File: config.mk
export PLATFORM = sky130hd
export DESIGN_NAME = cycle_ctrl
export DESIGN_NICKNAME = d
export VERILOG_FILES = /design/src/rtl/cycle_ctrl.sv
export SDC_FILE = /design/constraint.sdc
export NUM_CORES = 1
export LEC_CHECK = 0
export BUFFER_PORTS_ARGS = -buffer_cell sky130_fd_sc_hd__buf_2
export CORE_MARGIN = 3
export CORE_UTILIZATION = 47
export DETAILED_ROUTE_END_ITERATION = 6
export GPL_ROUTABILITY_DRIVEN = 0
export PLACE_DENSITY = 0.76
export SETUP_SLACK_MARGIN = 0.1
export SLEW_MARGIN = 20
export SYNTH_ARGS = -nofsm -noshare
export SYNTH_HDL_FRONTEND = slang
export SYNTH_SLANG_ARGS = --single-unit
File: constraint.sdc
create_clock -name Clk -period 2 [get_ports Clk]
set_clock_uncertainty 0.05 [all_clocks]
set_input_delay 0.1 -clock Clk [delete_from_list [all_inputs] [get_ports Clk]]
set_output_delay 0.1 -clock Clk [all_outputs]
set_load 0.005 [all_outputs]
File: src/rtl/cycle_ctrl.sv
// Multicycle CPU control FSM: sequences fetch/decode/exec/mem/writeback,
// bounds memory waits with a timeout and counts retired instructions.
module cycle_ctrl #(
    parameter int unsigned TIMEOUT     = 255,
    parameter logic [1:0]  MEM_LD_CODE = 2'b01
) (
    input  logic        Clk,
    input  logic        Rst_n,
    input  logic        Run,
    input  logic        Imem_ack,
    input  logic        Dmem_ack,
    input  logic [1:0]  Mem_we,
    input  logic [1:0]  Mem_out_sel,
    input  logic        Wb_en,
    input  logic [2:0]  If_branch,
    input  logic        If_jump,
    input  logic        Branch_taken,
    output logic        Imem_req,
    output logic        Ir_we,
    output logic        Dmem_req,
    output logic [1:0]  Dmem_wr,
    output logic        Rf_we,
    output logic        Pc_we,
    output logic        Pc_sel,
    output logic [2:0]  State,
    output logic [31:0] Instret,
    output logic        Err
);
    localparam int unsigned CNT_W = 8;
    localparam int unsigned IR_W  = 32;
    localparam logic [CNT_W-1:0] TIMEOUT_CNT = CNT_W'(TIMEOUT);

    localparam logic [2:0] FETCH  = 3'd0;
    localparam logic [2:0] DECODE = 3'd1;
    localparam logic [2:0] EXEC   = 3'd2;
    localparam logic [2:0] MEM    = 3'd3;
    localparam logic [2:0] WB     = 3'd4;
    localparam logic [2:0] ERROR  = 3'd5;

    logic [2:0]       state_q, state_d;
    logic [CNT_W-1:0] wait_q, wait_d;
    logic [IR_W-1:0]  instret_q, instret_d;

    logic       imem_req_c, ir_we_c, dmem_req_c, rf_we_c, pc_we_c, pc_sel_c;
    logic [1:0] dmem_wr_c;
    logic       is_mem_c, timed_out_c;

    assign is_mem_c    = (Mem_we != 2'b00) || (Mem_out_sel == MEM_LD_CODE);
    assign timed_out_c = (wait_q == TIMEOUT_CNT);

    // State, wait counter and retire counter
    always_ff @(posedge Clk or negedge Rst_n) begin
        if (!Rst_n) begin
            state_q   <= FETCH;
            wait_q    <= '0;
            instret_q <= '0;
        end else begin
            state_q   <= state_d;
            wait_q    <= wait_d;
            instret_q <= instret_d;
        end
    end

    // Next state and strobe decode; an ack always wins over the timeout check
    always_comb begin
        state_d    = state_q;
        wait_d     = wait_q;
        instret_d  = instret_q;
        imem_req_c = 1'b0;
        ir_we_c    = 1'b0;
        dmem_req_c = 1'b0;
        dmem_wr_c  = 2'b00;
        rf_we_c    = 1'b0;
        pc_we_c    = 1'b0;
        pc_sel_c   = 1'b0;
        case (state_q)
            FETCH: begin
                imem_req_c = Run;
                if (!Run) begin
                    wait_d = '0;
                end else if (Imem_ack) begin
                    ir_we_c = 1'b1;
                    state_d = DECODE;
                end else if (timed_out_c) begin
                    state_d = ERROR;
                end else begin
                    wait_d = wait_q + CNT_W'(1);
                end
            end
            DECODE: state_d = EXEC;
            EXEC: begin
                if (is_mem_c) begin
                    state_d = MEM;
                    wait_d  = '0;
                end else begin
                    state_d = WB;
                end
            end
            MEM: begin
                dmem_req_c = 1'b1;
                dmem_wr_c  = Mem_we;
                if (Dmem_ack) begin
                    state_d = WB;
                end else if (timed_out_c) begin
                    state_d = ERROR;
                end else begin
                    wait_d = wait_q + CNT_W'(1);
                end
            end
            WB: begin
                rf_we_c   = Wb_en;
                pc_we_c   = 1'b1;
                pc_sel_c  = If_jump | ((If_branch != 3'd0) & Branch_taken);
                instret_d = instret_q + IR_W'(1);
                state_d   = FETCH;
                wait_d    = '0;
            end
            ERROR: state_d = ERROR;
            default: begin
                state_d = FETCH;
                wait_d  = '0;
            end
        endcase
    end

    // Reset gates every strobe so nothing can pulse while Rst_n is low
    assign Imem_req = Rst_n & imem_req_c;
    assign Ir_we    = Rst_n & ir_we_c;
    assign Dmem_req = Rst_n & dmem_req_c;
    assign Dmem_wr  = Rst_n ? dmem_wr_c : 2'b00;
    assign Rf_we    = Rst_n & rf_we_c;
    assign Pc_we    = Rst_n & pc_we_c;
    assign Pc_sel   = Rst_n & pc_sel_c;
    assign State    = state_q;
    assign Instret  = instret_q;
    assign Err      = (state_q == ERROR);

endmodule

Word-level counts from Yosys, hierarchy flattened

Cells that the tools add are included.

Reductions and logical operators: 6
Equal/unequal tests: 11
Bitwise operators: 9
Add/sub/neg operators: 2
Mux-type cells: 22

Operators with widths:

| operator                                                         | number |
|---|---|
| 8-bit two-way mux                                                | 5 |
| 32-bit by 1-bit adder with 32-bit output (second input constant) | 1 |
| 8-bit one-hot mux with 4 select lines                            | 1 |
| 3-bit two-way mux                                                | 5 |
| 3-bit one-hot mux with 5 select lines                            | 1 |
| 8-bit by 1-bit adder with 8-bit output (second input constant)   | 1 |
| 8-bit == test (second input constant)                            | 1 |
| 1-bit two-way mux                                                | 8 |
| 1-bit bitwise AND                                                | 7 |
| 3-bit by 2-bit == test with 1-bit output (second input constant) | 2 |
| 3-bit == test (second input constant)                            | 2 |
| 2-bit != test (second input constant)                            | 3 |
| 2-bit two-way mux                                                | 2 |
| 4-bit AND reduction                                              | 1 |
| 3-bit by 1-bit == test with 1-bit output (second input constant) | 1 |
| 3-bit zero test                                                  | 1 |
| 3-bit != test (second input constant)                            | 1 |
| 3-bit nonzero test                                               | 1 |
| 2-bit by 1-bit == test with 1-bit output (second input constant) | 1 |
| 2-bit nonzero test                                               | 1 |
| 2-bit OR reduction                                               | 1 |
| 1-bit logical OR                                                 | 1 |
| 1-bit NOT                                                        | 1 |
| 1-bit bitwise OR                                                 | 1 |

Input port bits: 15
Logic and storage cells: 53
Output and inout port bits: 44
Bits in registers: 43

Longest topological paths before layout

Depth after elaboration: 5
Depth in mapped cells: 7
Depth with buffers taken out: 6

Least setup slack after synthesis

No wires, ideal clock.

Kind: reg2reg
Start point: reg state_q[1], in the netlist State[1]
End point: reg wait_q[5]
Stages on the path, launching flop included: 7
Setup slack: -0.092 ns
Setup time: 0.081 ns
Arrival time: 1.961 ns
Clock period less this slack: 2.092 ns
Data required time: 1.869 ns
Path buffers: 1
Cells stage by stage: dfrtp_1 > nor3b_1 > and3_4 > or4_1 > clkbuf_1 > or4_1 > a21oi_1

Cells in the longest elaborated chain, start to end: 4
Elaborated cells on any way between the ends: 12
Classes of those cells: eq/ne (7); mux (1); bitwise (1); reduce/logical (3)

Ends and longest elaborated chain:

| element                                                                          | line | text |
|---|---|---|
| start, declared                                                                  | 40   | `logic [2:0] state_q, state_d;` |
| start signal, assigned                                                           | 58   | `state_q <= state_d;` |
| 3-bit == test / 3-bit by 1-bit == test with 1-bit output (equally long branches) | 76   | `case (state_q)` |
| 2-bit OR reduction (no line)                                                     | --   |  |
| 1-bit NOT (no line)                                                              | --   |  |
| 4-bit AND reduction (no line)                                                    | --   |  |
| end signal, assigned                                                             | 59   | `wait_q <= wait_d;` |
| end, declared                                                                    | 41   | `logic [CNT_W-1:0] wait_q, wait_d;` |

Several ways; a longest one is shown, not always the timed one.
A chain may end at the register's enable or synchronous reset.

Worst setup path after layout

Same ends and word-level chain as after synthesis.

==> results.json <==
{
  "dp_hpwl_um": 3770,
  "ys_warn_count": 0,
  "die_y_um": 74.5,
  "die-width_um": 74.5,
  "synthTopCellsByArea": "dfrtp_1, xnor2_1, xor2_1",
  "worstPathArrival_ns": 2.14,
  "syn-num-nets": 247,
  "cts_max_path_buffers": 2,
  "critPathLaunchType": "register",
  "wl_per_cell_um": 13.7,
  "ys_async_sr_fraction_pct": 100,
  "syn_area_um2": 2200,
  "cts_buffers": 5,
  "status": "complete, no violations",
  "final_util_pct": 65.8,
  "antenna_found_initial": 0,
  "area_growth_syn_to_layout_pct": 32.7,
  "htree_levels": 2,
  "drc": 0,
  "rsz0062_at_grt": "true",
  "num-fill-cells": 357,
  "start_util_pct": 49.6,
  "synth-seq-area-share_pct": 48.8,
  "r2r_slack_ns": 0.03,
  "yosys.area.top_type_share_pct": 48.8,
  "drt_iter0_markers": 105,
  "clock_sinks": 43,
  "via_per_inst": 5.38,
  "fp.dieArea_um2": 5550,
  "design.core.area_um2": 4440,
  "vias": 1978,
  "crit_fanout": 7,
  "dr.pass1.iters": 4,
  "synth_seq_cells": 43,
  "wl_um": 5050,
  "pwr-share-comb_pct": 34.5,
  "p_sw_mw": 0.812,
  "swShare_pct": 33.9,
  "root_buffer": "clkbuf_8",
  "ant_nets": 0,
  "slowest_stage": "or4_4",
  "leakagePower_nw": 1.46,
  "port_buffers": 58,
  "seq_power_share_pct": 42.7,
  "finalSetupViolations": 0,
  "whs_path_depth": 4,
  "synth.distinct_cells": 35,
  "syn_inst": 230,
  "max_slew_margin_pct": 63.0,
  "drv_slew": 0,
  "power_density_nw_per_um2": 818,
  "ioPinCount": 59,
  "max_clock_freq_mhz": 509,
  "grt_util_all_layers_pct": 18.0,
  "p_int_mw": 1.58,
  "synth_edf_count": 0,
  "tightestPinTransition_ns": 0.555,
  "worstPathRequired_ns": 2.17,
  "grt_overflow": 0,
  "power_mw": 2.39,
  "synth.avg_cell_area_um2": 9.58,
  "crit_chain": "nor3b_4, and3_4, or4_4, or4_4, a21oi_2",
  "min_period_ns": 1.97,
  "post-route-period-util_pct": 98.3,
  "num_rows": 24,
  "crit_path_end_kind": "register",
  "vdd_drop_max_v": 0.000693,
  "grt_start_max_net_pins": 20,
  "drive_above_1_share_pct": 35.4,
  "critPathMostFrequentCell": "or4_4",
  "yosysTopAreaCell": "dfrtp_1",
  "cts_tree": "done",
  "drv_cap": 0,
  "clk_pin_slew_ns": 0.08,
  "grt_pass1_wl_um": 7940,
  "hold_path_class": "primary input to register",
  "antennaDiodeCount": 0,
  "hold_viol": 0,
  "crit_type": "register to register",
  "nets": 332,
  "worst_path_largest_cell_delay_ns": 0.57,
  "synth-main-ff-cell": "dfrtp_1",
  "grt_pass1_vias": 1793,
  "pwr-share-clk_pct": 22.8,
  "timing.reg2reg.worst_path_depth": 5,
  "insertion_delay_ns": 0.30
}
[stage by stage]
stage          hold WS (ns)  std cells  instance area, um2  setup TNS, ns  worst slack (ns)
2_1_floorplan        -0.246        230                2210        -0.0582           -0.0582
3_3_place_gp        -0.0391        356                2700              0            0.0359
3_5_place_dp        -0.0337        356                2700        -0.0634           -0.0634
4_1_cts              0.0876        366                2820              0           0.00873
5_1_grt               0.114        368                2920        -0.0134           -0.0134
6_report             0.0950        368                2920              0            0.0346
[flip-flops by register name (all words and copies together), names as in the netlist]
signal / flops
Instret: 32
wait_q: 8
State: 3
[path summary, 6_finish.rpt]
kind	startpoint	to
worst min register to register	Instret[31]	Instret[31]
worst max-delay path	State[1]	wait_q[5]
worst min-delay path	Dmem_ack	State[1]
min in group asynchronous	Rst_n	wait_q[7]
max in group asynchronous	Rst_n	Instret[14]
worst max register to register	State[1]	wait_q[5]
[kinds of logic (layout without fill, tap and decap cells)]
family / after synthesis / count (layout) / share of synthesized area (%)
simple gates: 111 / 111 / 27.1
flops: 43 / 43 / 48.8
xor+xnor: 32 / 32 / 12.7
compound gates: 31 / 31 / 8.01
buf+inv: 10 / 96 / 1.70
fa+ha+maj: 2 / 2 / 1.14
mux: 1 / 1 / 0.511
[repair_timing]
action | 4_1_cts | 5_1_grt
endpoints found under the hold margin | 21 | 0
pin swaps | 0 | 8
hold buffers | 1 | 0
gates resized for setup | 3 | 23
buffers inserted | 1 | 2
endpoints found under the setup margin | 5 | 16
[worst max-delay path, delay by kind of cell, from the launching register on]
kind            cells  cell delay (ns)
flops               1             0.39
compound gates      1             0.13
simple gates        4             1.32
[final cells by class]
class	instances	area, um2	area share, %
clock buffers	5	68.8	2.35
clock inverters	3	20.0	0.685
inverters	6	22.5	0.770
multi-input cells	177	1190	40.8
flip-flops and latches	43	1080	36.8
well taps	52	65.1	2.23
repair buffers	82	477	16.3
[power by group through the flow]
stage | Sequential, mW | Combinational [mW] | Clock, mW
after floorplan | 1.05 | 0.420 | 0
after global placement | 1.02 | 0.723 | 0
after detailed placement | 1.03 | 0.742 | 0
after CTS | 1.01 | 0.769 | 0.564
after global routing | 1.03 | 0.918 | 0.608
final | 1.02 | 0.825 | 0.546
[per-layer routing]
metal	GRT usage, %	up-vias	routed length (um)	part of all wire [%]
met2	29.8	42	2540	50
li1	-	979	-	-
met5	0	-	0	0
met4	4.15	0	36	0.71
met3	4.19	4	193	3.8
met1	24.0	953	2280	45
[synthesized netlist by cell type, types with 5 or more instances]
cell type and n:
a21oi_1 15, and2_1 5, and3_1 10, dfrtp_1 43, inv_1 6, nand2_1 24
nand3_1 14, nand4_1 9, nor2_1 17, nor3_1 6, o21ai_0 9, or3_1 5
xnor2_1 19, xor2_1 13
[cells in the final DEF, fill, tap and decap left out, types with 3 or more instances in the layout]
cell	n
nor3_1	4
nand2_1	24
and2_1	5
nor4_2	3
or3_1	3
a21oi_1	12
xnor2_1	19
xor2_1	13
inv_1	6
and3_1	9
nand4_1	9
nor2_1	17
dfrtp_1	42
o21ai_0	7
buf_4	22
a21oi_2	3
clkbuf_8	5
nand3_1	12
buf_2	58
nand2b_1	3
No activity file was read; power rests on OpenSTA's default activity.
